**config.mk**
```make
export PLATFORM = sky130hd
export DESIGN_NAME = skip_decoder
export DESIGN_NICKNAME = d
export VERILOG_FILES = /design/src/rtl/skip_decoder.sv
export SDC_FILE = /design/constraint.sdc
export NUM_CORES = 1
export LEC_CHECK = 0
export BUFFER_PORTS_ARGS = -buffer_cell sky130_fd_sc_hd__buf_2
export CAP_MARGIN = 0
export CORE_ASPECT_RATIO = 0.9
export CORE_UTILIZATION = 40
export CTS_CLUSTER_DIAMETER = 50
export DETAILED_ROUTE_END_ITERATION = 8
export SETUP_SLACK_MARGIN = 0.15
export SLEW_MARGIN = 10
export SYNTH_ARGS = -nofsm -noshare
export SYNTH_HDL_FRONTEND = slang
export SYNTH_SLANG_ARGS = --single-unit
```
**constraint.sdc**
```tcl
create_clock -name iCLK -period 3 [get_ports iCLK]
set_clock_uncertainty 0.1 [all_clocks]
set_input_delay 0.15 -clock iCLK [delete_from_list [all_inputs] [get_ports iCLK]]
set_output_delay 0.15 -clock iCLK [all_outputs]
set_load 0.02 [all_outputs]
```
**src/rtl/skip_decoder.sv**
```systemverilog
// Skip-ring receive monitor: recovers the per-slot pass/skip mask from oversampled
// reference, skipped-clock and ring-start inputs, and publishes one mask per frame.
module skip_decoder #(
  parameter int unsigned LEN  = 16,
  parameter int unsigned WIN  = 4,
  parameter int unsigned SYNC = 2
) (
  input  logic           iCLK,
  input  logic           iRST_N,
  input  logic           iE,
  input  logic           iCLR,
  input  logic           iREF,
  input  logic           iSCLK,
  input  logic           iST,
  output logic [LEN-1:0] oMASK,
  output logic           oVALID,
  output logic           oCHG,
  output logic           oLOCK,
  output logic           oERR
);

  localparam int unsigned IDX_W = (LEN > 1) ? $clog2(LEN) : 1;
  localparam int unsigned CNT_W = $clog2(WIN + 1);
  localparam logic [IDX_W-1:0] LAST_IDX = IDX_W'(LEN - 1);
  localparam logic [CNT_W-1:0] LAST_CNT = CNT_W'(WIN - 1);

  typedef enum logic {SEEK, CAPT} state_t;

  state_t           r_state;
  state_t           w_state_nxt;
  logic [SYNC-1:0]  r_ref_sync;
  logic [SYNC-1:0]  r_sclk_sync;
  logic [SYNC-1:0]  r_st_sync;
  logic             r_ref_prev;
  logic             r_sclk_prev;
  logic             r_win_open;
  logic [CNT_W-1:0] r_win_cnt;
  logic             r_pass;
  logic [IDX_W-1:0] r_idx;
  logic [IDX_W-1:0] w_idx_nxt;
  logic [LEN-1:0]   r_frame;
  logic [LEN-1:0]   w_mask;
  logic             w_ref_ev;
  logic             w_sclk_ev;
  logic             w_st;
  logic             w_close;
  logic             w_bit;
  logic             w_stray;
  logic             w_early;
  logic             w_frame_fault;
  logic             w_publish;
  logic             w_fault;

  // Synchronizers and edge history run even while disabled so no stale edge fires on re-enable.
  always_ff @(posedge iCLK or negedge iRST_N) begin
    if (!iRST_N) begin
      r_ref_sync  <= '0;
      r_sclk_sync <= '0;
      r_st_sync   <= '0;
      r_ref_prev  <= 1'b0;
      r_sclk_prev <= 1'b0;
    end else begin
      r_ref_sync  <= SYNC'({r_ref_sync, iREF});
      r_sclk_sync <= SYNC'({r_sclk_sync, iSCLK});
      r_st_sync   <= SYNC'({r_st_sync, iST});
      r_ref_prev  <= r_ref_sync[SYNC-1];
      r_sclk_prev <= r_sclk_sync[SYNC-1];
    end
  end

  assign w_ref_ev  = iE & r_ref_sync[SYNC-1] & ~r_ref_prev;
  assign w_sclk_ev = iE & r_sclk_sync[SYNC-1] & ~r_sclk_prev;
  assign w_st      = r_st_sync[SYNC-1];

  // A skipped-clock edge on the reference-edge cycle belongs to the window it opens.
  assign w_early = w_ref_ev & r_win_open;
  assign w_close = iE & r_win_open & (w_ref_ev | (r_win_cnt == LAST_CNT));
  assign w_bit   = r_pass | (w_sclk_ev & ~w_ref_ev);
  assign w_stray = w_sclk_ev & ~w_ref_ev & ~r_win_open;

  always_ff @(posedge iCLK or negedge iRST_N) begin
    if (!iRST_N) begin
      r_win_open <= 1'b0;
      r_win_cnt  <= '0;
      r_pass     <= 1'b0;
    end else if (w_ref_ev) begin
      r_win_open <= (WIN > 1);
      r_win_cnt  <= CNT_W'(1);
      r_pass     <= w_sclk_ev;
    end else if (w_close) begin
      r_win_open <= 1'b0;
    end else if (iE && r_win_open) begin
      r_win_cnt  <= r_win_cnt + CNT_W'(1);
      r_pass     <= w_bit;
    end
  end

  // Frame alignment: slot index advances per reference edge, ring-start must land on the wrap.
  always_comb begin
    w_state_nxt   = r_state;
    w_idx_nxt     = r_idx;
    w_frame_fault = 1'b0;
    if (w_ref_ev) begin
      case (r_state)
        SEEK: begin
          if (w_st) begin
            w_state_nxt = CAPT;
            w_idx_nxt   = '0;
          end
        end
        CAPT: begin
          if (r_idx == LAST_IDX) begin
            if (w_st) begin
              w_idx_nxt = '0;
            end else begin
              w_frame_fault = 1'b1;
              w_state_nxt   = SEEK;
            end
          end else if (w_st) begin
            w_frame_fault = 1'b1;
            w_state_nxt   = SEEK;
          end else begin
            w_idx_nxt = r_idx + IDX_W'(1);
          end
        end
        default: w_state_nxt = SEEK;
      endcase
    end
  end

  always_ff @(posedge iCLK or negedge iRST_N) begin
    if (!iRST_N) begin
      r_state <= SEEK;
      r_idx   <= '0;
    end else begin
      r_state <= w_state_nxt;
      r_idx   <= w_idx_nxt;
    end
  end

  always_comb begin
    w_mask        = r_frame;
    w_mask[r_idx] = w_bit;
  end

  assign w_publish = w_close & (r_state == CAPT) & (r_idx == LAST_IDX) & (w_state_nxt == CAPT);
  assign w_fault   = w_stray | w_early | w_frame_fault;

  always_ff @(posedge iCLK or negedge iRST_N) begin
    if (!iRST_N) begin
      r_frame <= '0;
      oMASK   <= '0;
      oVALID  <= 1'b0;
      oCHG    <= 1'b0;
      oLOCK   <= 1'b0;
      oERR    <= 1'b0;
    end else begin
      if (w_close && (r_state == CAPT)) r_frame <= w_mask;
      if (w_publish) oMASK <= w_mask;
      oVALID <= w_publish;
      oCHG   <= w_publish & (~oLOCK | (w_mask != oMASK));
      oLOCK  <= (w_state_nxt == CAPT) & (oLOCK | w_publish);
      oERR   <= w_fault | (oERR & ~iCLR);
    end
  end

endmodule
```
==> results of run 1 <==
==> cell families after synthesis <==
family	synth area share [%]
adder cells (fa/ha/maj)	2.43
AND/OR/NAND/NOR	17.5
flip-flops	43.7
AO/OA/AOI/OAI	23.7
XOR/XNOR	0.567
multiplexers	5.67
buffers and inverters	6.44
==> worst max-delay path, cell delays in order, from the launching register on <==
cell and delay (ns):
dfrtp_1 0.47, inv_1 0.11, ha_1 0.54, and3_1 0.30
o32ai_1 0.09, nor3_1 0.26, and3_1 0.21, nand4_1 0.11
o31a_1 0.29
==> registers in the layout (all words and copies together) (netlist names), 2 cells and up <==
signal and cells:
r_frame 16, r_win_cnt 3, r_sclk_sync 2, r_idx 4, r_ref_sync 2, oMASK 16
r_st_sync 2
==> per-stage QoR <==
stage	hold slack (ns)	instance area [um2]	utilization (%)	setup WS, ns	cells
5_1_grt	0.108	3420	45.6	0.266	452
2_1_floorplan	-0.246	3090	-	0.809	335
4_1_cts	0.0759	3420	45.5	0.468	452
3_5_place_dp	0.160	3270	43.5	0.487	439
6_report	0.0821	3420	45.6	0.425	452
3_3_place_gp	0.159	3270	43.5	0.532	439
==> cell usage after synthesis, drive strengths merged, types with 3 or more instances <==
library cell   n
a211oi         6
a21oi         32
a22o           6
a22oi          3
a31oi         16
and3           5
buf           14
clkbuf        14
dfrtp         54
ha             6
inv           13
mux2          12
mux2i          4
nand2         35
nand2b         9
nand3         17
nand4          3
nor2          15
nor2b          4
nor3           4
nor3b          5
o21ai         22
o22ai          4
==> metal layers <==
metal,wire (um),global-route usage (%),vias to the layer above
met1,3840,31.3,1211
met2,3110,26.4,53
met5,0,0,-
met4,88,5.65,0
li1,-,-,1264
met3,269,2.69,9
==> area by class of cell <==
| cell class | instances | area, um2 | area share [%] |
|---|---|---|---|
| Multi-Input combinational cell | 240 | 1540 | 45.1 |
| Sequential cell | 54 | 1350 | 39.5 |
| Timing Repair Buffer | 41 | 258 | 7.54 |
| Tap cell | 96 | 120 | 3.51 |
| Clock buffer | 6 | 82.6 | 2.41 |
| Inverter | 13 | 48.8 | 1.43 |
| Clock inverter | 2 | 16.3 | 0.476 |
==> layout by cell type, fill, tap and decap left out, drive strengths merged, types with 5 or more instances in the layout <==
cell,n
a211oi,6
o21ai,22
nand2b,9
nor3b,5
buf,36
mux2,12
inv,14
a22o,6
nand3,17
ha,6
and3,5
clkbuf,6
a31oi,16
dlygate4sd3,5
nand2,35
a21oi,32
dfrtp,54
nor2,15
==> power by group through the flow <==
| stage | logic [mW] | clock network [mW] | registers [mW] |
|---|---|---|---|
| final | 1.12 | 0.450 | 0.972 |
| after global routing | 1.25 | 0.493 | 0.993 |
| after CTS | 1.11 | 0.468 | 0.970 |
| after detailed placement | 1.10 | 0 | 0.983 |
| after global placement | 1.09 | 0 | 0.976 |
| after floorplan | 0.886 | 0 | 0.958 |
==> worst min-delay path by stage <==
stage / start / end / slack, ns / depth (start not counted)
6_report: iE / r_win_open / 0.08 / 4
5_1_grt: iE / r_win_open / 0.11 / 4
4_1_cts: iE / r_win_open / 0.08 / 4
3_5_place_dp: iREF / r_ref_sync[0] / 0.16 / 1
3_3_place_gp: iREF / r_ref_sync[0] / 0.16 / 1
2_1_floorplan: iRST_N / oCHG / -0.25 / 0
==> what timing repair did <==
action | in CTS | in global routing
hold endpoints to repair | 51 | 0
hold buffers | 5 | 0
setup endpoints to repair | 0 | 0
==> impl_metrics.json, run 1 <==
{
  "holdCritPathClass": "input pin to flip-flop",
  "switching_power_mw": 1.09,
  "synth_seq_cells": 54,
  "slew_headroom_pct": 36.8,
  "cts.htree.levels": 2,
  "synth_cells": 335,
  "clock_power_share_pct": 17.7,
  "fmax_mhz": 388,
  "start_kind": "flip-flop",
  "async_reset_ff_share_pct": 100,
  "num_rows": 30,
  "crit_start": "r_idx[1]",
  "setup_viol": 0,
  "drc": 0,
  "die_width_um": 94.6,
  "postCtsSetupRepairBufs": 0,
  "grt_max_degree": 49,
  "grtUsageTotal_pct": 19.4,
  "wire_per_inst_um": 16.2,
  "ir_drop_uv": 287,
  "rsz0062_at_grt": "no",
  "clock_latency_ns": 0.32,
  "seq_power_share_pct": 38.2,
  "crit_required_ns": 3.11,
  "worst-setup-path-type": "flip-flop to flip-flop",
  "r2r-end": "oCHG",
  "ant_nets": 0,
  "clk_pin_slew_ns": 0.10,
  "fin_crit_ns": 2.57,
  "seq_area_frac_synth_pct": 43.7,
  "grt_pass1_vias": 2360,
  "clk_path_buf_depth": 2,
  "fin_tns_setup_ns": 0,
  "cts-resized-gates": 0,
  "initial_core_util_pct": 41.2,
  "finalCritPeriodShare_pct": 85.8,
  "grt-ovfl-total": 0,
  "crit_arrival_ns": 2.68,
  "status": "completed",
  "firstDrtPassIters": 4,
  "cts-root-buf": "clkbuf_8",
  "grt_first_pass_wirelength_mm": 12.1,
  "syn-num-nets": 348,
  "ys_top_cells_by_area": "dfrtp_1, a21oi_1, nand2_1",
  "nNetsFinal": 368,
  "core_region_area_um2": 7510,
  "via_per_inst": 5.61,
  "syn_to_final_growth_pct": 10.7,
  "clkSinkCount": 54,
  "synth_top_area_cell": "dfrtp_1",
  "synth_cell_types": 56,
  "p_leak_nw": 1.52,
  "dp_hpwl_mm": 4.96,
  "total_power_mw": 2.54,
  "end_kind": "flip-flop",
  "drtIter0Drc": 235,
  "drive_above_1_share_pct": 14.9,
  "reg2reg_from": "r_idx[1]",
  "place_congestion": 0.850,
  "r2r_slack_ns": 0.43,
  "numCtsBuffers": 5,
  "pwr-share-comb_pct": 44.1,
  "wl_mm": 7.30,
  "antenna_cells": 0,
  "yosysWarnings": 0,
  "synth_edf_count": 0,
  "cp_max_fo": 16,
  "cell_internal_pwr_mw": 1.45,
  "tightest_slew_ns": 0.946,
  "ys.flop_type": "dfrtp_1",
  "fp.dieH_um": 85.4,
  "syn_area_per_cell_um2": 9.22,
  "power_density_nw_per_um2": 743,
  "synth_area_um2": 3090,
  "yosysTopAreaCellShare_pct": 43.7,
  "drv_cap": 0,
  "sw_frac_of_total_pct": 42.9,
  "reg2reg_depth": 8,
  "dieArea_um2": 8080,
  "cts_tree": "done",
  "finalMaxSlewViolations": 0,
  "setup.worst_path.end": "oCHG",
  "io_buffers": 26,
  "vias": 2537,
  "antenna_found_initial": 0,
  "ios": 27,
  "nFillCells": 715,
  "finalHoldViolCount": 0
}
Power figures use the tool's default switching activity.
==> inputs of run 2 (changes only) <==
--- a/config.mk
+++ b/config.mk
@@ -8,7 +8,7 @@
 export BUFFER_PORTS_ARGS = -buffer_cell sky130_fd_sc_hd__buf_2
 export CAP_MARGIN = 0
 export CORE_ASPECT_RATIO = 0.9
-export CORE_UTILIZATION = 40
+export CORE_UTILIZATION = 45
 export CTS_CLUSTER_DIAMETER = 50
 export DETAILED_ROUTE_END_ITERATION = 8
 export SETUP_SLACK_MARGIN = 0.15
==> run 2 against run 1 <==
  * Cell count fell by 1.1%
  * Wire length is 0.86% lower
  * Global-route usage grew 3.0 points
  * Maximum frequency down 1.1%
  * Clock power rose by 7.6%
  * Sequential share of layout area decreased by 0.087 points
  * Via count grew 3.9%
  * Clock-buffer cell count decreased by 1
  * Final area grew 0.22%
  * Die area down 11%
  * Sequential cell count is the same
==> impl_metrics.json, run 2 (synthesis results as in run 1) <==
{
  "ir_drop_uv": 281,
  "end_kind": "flip-flop",
  "fin_crit_ns": 2.60,
  "crit_arrival_ns": 2.70,
  "vias": 2635,
  "fp.dieH_um": 80.6,
  "dp_hpwl_mm": 4.89,
  "reg2reg_depth": 7,
  "min_from": "iE",
  "r2r-end": "oCHG",
  "dieArea_um2": 7200,
  "grt_max_degree": 47,
  "tightest_slew_ns": 1.03,
  "layout_common_cells": "dfrtp_1, nand2_1, a21oi_1, buf_2, o21ai_0",
  "finalHoldViolCount": 0,
  "rsz0062_at_grt": "no",
  "clk_path_buf_depth": 2,
  "drive_above_1_share_pct": 15.1,
  "multi_input_area_um2": 1540,
  "total_power_mw": 2.60,
  "clock_latency_ns": 0.30,
  "drv_cap": 0,
  "hold_depth": 4,
  "cts-resized-gates": 0,
  "place_congestion": 0.897,
  "holdCritPathClass": "input pin to flip-flop",
  "cts_tree": "done",
  "wl_mm": 7.24,
  "regArea_um2": 1350,
  "io_buffers": 26,
  "nNetsFinal": 369,
  "fmax_mhz": 384,
  "firstDrtPassIters": 5,
  "final_common_cell": "dfrtp_1",
  "crit_required_ns": 3.10,
  "reg2reg_from": "r_idx[0]",
  "fin_ws_ns": 0.395,
  "r2r_slack_ns": 0.40,
  "syn_to_final_growth_pct": 10.9,
  "initial_core_util_pct": 46.7,
  "seq_power_share_pct": 37.0,
  "cell_internal_pwr_mw": 1.52,
  "sw_frac_of_total_pct": 41.5,
  "ios": 27,
  "cts.htree.levels": 2,
  "setup_viol": 0,
  "grt_pass1_vias": 2479,
  "hold_path_end": "r_win_open",
  "crit_start": "r_idx[0]",
  "cp_max_fo": 16,
  "power_density_nw_per_um2": 758,
  "slew_headroom_pct": 31.5,
  "numCtsBuffers": 5,
  "ant_nets": 0,
  "drtIter0Drc": 200,
  "num_rows": 28,
  "reg.largest.list": "oMASK: 16 flops, r_frame: 16 flops, r_idx: 4 flops",
  "drc": 0,
  "antenna_cells": 0,
  "antenna_found_initial": 0,
  "core_region_area_um2": 6620,
  "p_leak_nw": 1.53,
  "start_kind": "flip-flop",
  "status": "completed",
  "clock_power_share_pct": 18.6,
  "grtUsageTotal_pct": 22.4,
  "via_per_inst": 5.89,
  "wire_per_inst_um": 16.2,
  "grt-ovfl-total": 0,
  "worst-setup-path-type": "flip-flop to flip-flop",
  "cts-root-buf": "clkbuf_8",
  "switching_power_mw": 1.08,
  "finalCritPeriodShare_pct": 86.8,
  "grt_first_pass_wirelength_mm": 12.2,
  "clk_pin_slew_ns": 0.10,
  "finalMaxSlewViolations": 0,
  "fin_tns_setup_ns": 0,
  "pre_cts_ws_ns": 0.442,
  "nFillCells": 627,
  "die_width_um": 89.3,
  "pwr-share-comb_pct": 44.4,
  "clkSinkCount": 54
}
## run 2: cell types whose count changed in the layout (fill, tap and decap cells not counted)
cell | previous run | this run
inv_6 | 1 | 0
clkbuf_8 | 6 | 5
clkinvlp_4 | 1 | 0
clkinv_2 | 0 | 2
buf_2 | 25 | 26
bufinv_16 | 0 | 1
## run 2: through the flow
| step | hold slack (ns) | cells | utilization [%] | area (um2) |
|---|---|---|---|---|
| 2_1_floorplan | -0.246 | 335 | - | 3090 |
| 3_3_place_gp | 0.157 | 434 | 49.4 | 3270 |
| 3_5_place_dp | 0.159 | 434 | 49.4 | 3270 |
| 4_1_cts | 0.0835 | 447 | 51.8 | 3430 |
| 5_1_grt | 0.112 | 447 | 51.8 | 3430 |
| 6_report | 0.0951 | 447 | 51.8 | 3430 |
## run 2: how the worst max path moves through the flow
stage	to	slack, ns	depth (start not counted)
global route	oCHG	0.26	7
finish	oCHG	0.40	7
detailed placement	oCHG	0.44	7
floorplan	oCHG	0.81	10
global placement	oCHG	0.54	7
CTS	oCHG	0.44	7
## run 2: final cells by class
cell class / instances / share of cell area (%)
Multi-Input combinational cell: 240 / 45.0
Inverter: 13 / 1.42
Clock buffer: 5 / 2.01
Clock inverter: 3 / 1.17
Tap cell: 90 / 3.29
Timing Repair Buffer: 42 / 7.67
Sequential cell: 54 / 39.4
## run 2: power by group through the flow
stage               Combinational (mW)  Sequential (mW)  Clock, mW
global route                      1.29            0.978      0.532
finish                            1.15            0.961      0.484
global placement                  1.12            0.968          0
detailed placement                1.13            0.972          0
CTS                               1.14            0.958      0.501
floorplan                        0.886            0.958          0
## run 2: worst max-delay path: stages (launching register included)
cell and delay (ns):
dfrtp_1 0.47, inv_1 0.12, ha_1 0.63, and3_1 0.36, a211oi_1 0.11, nor4_1 0.31, nand3_1 0.11, o31a_1 0.30
## run 2: timing repair
item,4_1_cts,5_1_grt
hold buffers,5,0
hold endpoints to repair,49,0
buffers inserted,0,0
## run 2: layer usage
| layer | vias up | global-route usage (%) | wire length [um] |
|---|---|---|---|
| met2 | 93 | 31.5 | 3010 |
| met4 | 0 | 6.67 | 111 |
| li1 | 1261 | - | - |
| met1 | 1272 | 34.4 | 3720 |
| met3 | 9 | 3.91 | 399 |
| met5 | - | 0 | 0 |
